**src/rtl/mcp.sv**
```systemverilog
// Registered magnitude comparator with cascade inputs.
// Each accepted request produces a one-hot {G,E,L} result one cycle later.
// On an a==b tie the result comes from the less-significant stage's
// cascade inputs. There is no backpressure, and no input reaches an
// output without passing through a register.
module mcp #(
    parameter int WIDTH  = 1,
    parameter bit SIGNED = 0
) (
    input  logic             clk,
    input  logic             rst,
    input  logic             in_valid,
    input  logic [WIDTH-1:0] a,
    input  logic [WIDTH-1:0] b,
    input  logic             gt_in,
    input  logic             eq_in,
    input  logic             lt_in,
    output logic             G,
    output logic             E,
    output logic             L,
    output logic             out_valid
);
    localparam int STAGES = 1;

    typedef struct packed {
        logic g;
        logic e;
        logic l;
    } res_t;

    // Inverting the sign bit maps two's-complement order onto unsigned
    // order. A single unsigned compare then covers both modes. This also
    // holds for WIDTH=1, where the value 1 stands for -1.
    localparam logic [WIDTH-1:0] MSB_FLIP = SIGNED ? (WIDTH'(1) << (WIDTH-1)) : '0;

    logic [WIDTH-1:0] a_k, b_k;
    res_t             cmp;
    res_t             res_q;
    logic [STAGES:1]  vld_pipe;

    // Combinational compare. On a tie the priority is eq_in > gt_in > lt_in,
    // and E is the default.
    always_comb begin
        a_k = a ^ MSB_FLIP;
        b_k = b ^ MSB_FLIP;
        cmp = '{g: 1'b0, e: 1'b0, l: 1'b0};
        if (a_k > b_k)     cmp.g = 1'b1;
        else if (a_k < b_k) cmp.l = 1'b1;
        else if (eq_in)     cmp.e = 1'b1;
        else if (gt_in)     cmp.g = 1'b1;
        else if (lt_in)     cmp.l = 1'b1;
        else                cmp.e = 1'b1;
    end

    // Result register. It holds its value while idle. Reset clears both
    // the result and the valid bit, and overrides a request in the same cycle.
    always_ff @(posedge clk) begin
        if (rst) begin
            res_q    <= '0;
            vld_pipe <= '0;
        end else begin
            vld_pipe[1] <= in_valid;
            if (in_valid) res_q <= cmp;
        end
    end

    assign G         = res_q.g;
    assign E         = res_q.e;
    assign L         = res_q.l;
    assign out_valid = vld_pipe[STAGES];

endmodule

```
**config.mk**
```make
export PLATFORM = sky130hd
export DESIGN_NAME = mcp
export DESIGN_NICKNAME = d
export VERILOG_FILES = /design/src/rtl/mcp.sv
export SDC_FILE = /design/constraint.sdc
export NUM_CORES = 1
export LEC_CHECK = 0
export BUFFER_PORTS_ARGS = -buffer_cell sky130_fd_sc_hd__buf_2
export CAP_MARGIN = 20
export CORE_AREA = 4 4 41 43
export CTS_CLUSTER_DIAMETER = 30
export CTS_CLUSTER_SIZE = 12
export DETAILED_ROUTE_END_ITERATION = 10
export DIE_AREA = 0 0 45 47
export HOLD_SLACK_MARGIN = 0.12
export PLACE_DENSITY = 0.39
export SYNTH_ARGS = -nofsm -noshare
export SYNTH_HDL_FRONTEND = slang
export SYNTH_SLANG_ARGS = --single-unit
export TNS_END_PERCENT = 20
```
**constraint.sdc**
```tcl
create_clock -name clk -period 1.1 [get_ports clk]
set_input_delay 0 -clock clk [delete_from_list [all_inputs] [get_ports clk]]
set_output_delay 0 -clock clk [all_outputs]
set_load 0.05 [all_outputs]
```
Yosys cells after proc, flatten, opt, wreduce, memory -nomap -nowiden
Index checks and enable logic that the tools add are counted.

Order comparisons: 2. Multiplexer cells: 11.

Operator list (count): $mux W1 (8); $mux W2 (3); $gt A1 B1 Y1 (1); $lt A1 B1 Y1 (1).

Register bits after elaboration: 4. Input port bits: 8. Logic and storage cells: 17.

Longest topological paths before layout
Depth in word-level cells: 5. Gate-level depth with buffers: 4. Gate-level depth less buffers: 4.

Worst setup path before layout
OpenSTA, ideal clock, no wires.

Path type: flip-flop to flip-flop. Start point: reg, netlist name G. End point: reg res_q, in the netlist G. Library setup time: 91 ps. Arrival: 896 ps. Required time: 1009 ps. Path slack: 113 ps. Cell stages (with the launch flop): 3. Path buffers: 0. Period minus slack after synthesis: 987 ps. Path through: dfxtp_1 > nor2_1 > a311oi_1.

RTL lines: end signal, assigned (RTL line 63) `if (in_valid) res_q <= cmp;`; end, declared (RTL line 38) `res_t res_q;`.

Final worst setup path
Start point: in eq_in. End point: reg res_q, in the netlist L.

Word-level cells in the longest chain between the ends: 3.

RTL lines: start, declared (RTL line 16) `input logic eq_in,`; $mux W1 (RTL line 49) `else if (eq_in) cmp.e = 1'b1;`; $mux W1 (RTL line 48) `else if (a_k < b_k) cmp.l = 1'b1;`; $mux W2 (RTL line 47) `if (a_k > b_k) cmp.g = 1'b1;`.

No other way between the ends. A chain may end at the register's enable or synchronous reset.

==> impl_results.md <==
* DRT Pass-1 Iters at 4
* Final period utilization at between 80% and 90%
* Pwr/cell area at between 1000 and 1500 nW/µm²
* Share of cells above drive strength 1 at 40.00%
* Crit path kind: in2reg
* Number of DRC markers in iteration 0 at 2
* Clk_skew at 0 ns
* # diodes at 0
* Pre-CTS setup slack at approximately 0.13 ns
* Crit Path Max Fanout at 3
* Worst vdd ir at 273.7 µV
* Pleak at 0.1796 nW
* Detailed Place HPWL at between 400 and 500 µm
* Initial antenna violation count at 0
* Wirelength, routed at around 520 µm
* Area growth syn-to-layout at 61.58%
* Crit path to: L
* Total grt overflow at 0
* Worst setup EP type: register
* IO Pins at 12
* Fmax at between 1 and 1.5 GHz
* Crit path buffers/inverters at 2
* Cts bufs inserted at 3
* CP Cell Sequence: dlygate4sd3_1 > buf_2 > nor4bb_1 > o221a_2
* RSZ-0062 raised after global routing: no
* Max Cap Violations at 0
* CTS root buffer: clkbuf_4
* Initial core utilization at roughly 17%
* CTS tree: built
* Hold WC Path Type: in2reg
* Fin worst setup slack at 0.1115 ns
* Global-route wire length before repair at 1000 µm
* Input/output buffers at 11
* Synth Cell Area at between 200 and 250 µm²
* Nets@finish at 53
* Routed len/inst at between 9 and 10 µm
* DRC errors left at 0
* Pin count of the biggest net entering global routing at 7
* Status: finished, final reports clean
* Vias in the first global route at roughly 250
* Fillers at about 150
* Non-Filler Instances at 55
* Htree depth at 1
* Antenna Violating Nets Remaining at 0
* Row cnt at 13
* Worst Setup SP: eq_in
* Synthesis-stage register bit count at 4
* Dpl cells at 48
* Area of the die at about 2100 µm²
* Crit start category: primary input
* Req. time, crit path at 1.28 ns
* Sequential fraction of the synthesis area at a little over a third
* Yosys cell types at 13
* Critical path's top delay family: buffers and inverters
* Chip width at 45 µm
* Mapped Nets at 33
* Placer Congestion at between 0.7 and 0.8
* YS warnings at 0
* Final Hold Fails at 0
* Max_slew headroom at ~84%
* Avg Inst Size Synth at a little over 10 µm²
* Post-DP Area at between 200 and 300 µm²
* Min Tclk post-route at 0.9885 ns
* Cts hold-fix bufs at 4
* R2R depth at 1
* Cells after synthesis at 22
* CP Data Arrival Time at about 1.2 ns
* Post-cts repair resize count at 0
* R2r setup slk at between 0.4 and 0.5 ns
* Commonest non-fill, non-tap cell in the layout: buf_2
* Worst-skew pair later-pin latency at 0.23 ns
* Core area at approximately 1300 µm²
* Clk buf depth at 2
* Reg clk slew, reported paths at approximately 0.04 ns
* Overall routing resource usage at under 10%
* Worst path slowest cell: dlygate4sd3_1
* Most frequent cells in the layout: buf_2, dfxtp_1, inv_1, dlygate4sd3_1
* Final setup fails at 0
* R2r endpoint: L
* Setup TNS at 0 ns
* Worst slew pin tran at about 0.24 ns
* Hold depth at 3
* CTS sink cnt at 4
* Finished Cell Area at between 300 and 400 µm²
* Final-report max-slew violation count at 0
* Post-CTS Setup Bufs at 0
* Vias at 224
* Worst path depth at 4
* Vias per cell at 4.073
* Worst R2R Start: L
* Max stage delay on crit path at 0.53 ns
* Die height at around 47 µm
==> final cells by class <==
| cell class | instances | area, µm² | share of cell area [%] |
|---|---|---|---|
| Clock buffer | 3 | 22.52 | 6.294 |
| Inverter | 4 | 15.01 | 4.196 |
| Multi-Input combinational cell | 14 | 126.4 | 35.31 |
| Sequential cell | 4 | 80.08 | 22.38 |
| Tap cell | 15 | 18.77 | 5.245 |
| Timing Repair Buffer | 15 | 95.09 | 26.57 |
==> worst min path at each step <==
stage,from,endpoint,slack [ns]
floorplan,rst,out_valid,0.07
global route,lt_in,E,0.20
global placement,rst,out_valid,0.23
CTS,lt_in,E,0.17
detailed placement,rst,out_valid,0.22
finish,lt_in,E,0.18
==> metal layers <==
| layer | vias up | part of all wire [%] | global-route usage, % |
|---|---|---|---|
| met5 | - | 0 | 0 |
| met4 | 0 | 0 | 7.018 |
| met3 | 0 | 11 | 3.831 |
| met2 | 9 | 45 | 10.45 |
| met1 | 96 | 43 | 7.062 |
| li1 | 119 | - | - |
==> logic make-up (layout without fill, tap and decap cells) <==
| logic type | Yosys count | count (layout) | share of synthesized area (%) |
|---|---|---|---|
| buffers and inverters | 4 | 22 | 6.778 |
| and+or+nand+nor | 6 | 6 | 20.91 |
| AOI/OAI and AO/OA | 5 | 5 | 19.21 |
| DFF | 4 | 4 | 36.16 |
| adders and majority gates | 3 | 3 | 16.95 |
==> registers in the layout, indices dropped and copies added, names as in the netlist <==
name,flops
L,1
G,1
E,1
out_valid,1
==> through the flow <==
stage	util [%]	power, mW	hold slack, ns
floorplan	-	0.2258	0.06669
global placement	22.69	0.2591	0.2269
detailed placement	22.69	0.2601	0.2216
CTS	27.50	0.4611	0.1686
global route	27.50	0.4814	0.1955
finish	27.50	0.4480	0.1793
==> synth_stat cells, drive strengths merged <==
cell type | instances | area share, %
dfxtp | 4 | 36
inv | 4 | 6.8
ha | 3 | 17
nor2 | 2 | 3.4
a311oi | 1 | 4.0
a32o | 1 | 4.5
nand2b | 1 | 2.8
nand3b | 1 | 3.4
nor4b | 1 | 6.8
nor4bb | 1 | 4.5
o21ai | 1 | 2.3
o21bai | 1 | 3.4
o221a | 1 | 5.1
==> power breakdown <==
| part | total [mW] | internal, mW | switching, mW |
|---|---|---|---|
| registers | 0.159 | 0.155 | 0.00356 |
| logic | 0.109 | 0.0444 | 0.0643 |
| clock network | 0.180 | 0.122 | 0.0584 |
(Power assumes the default switching activity.)
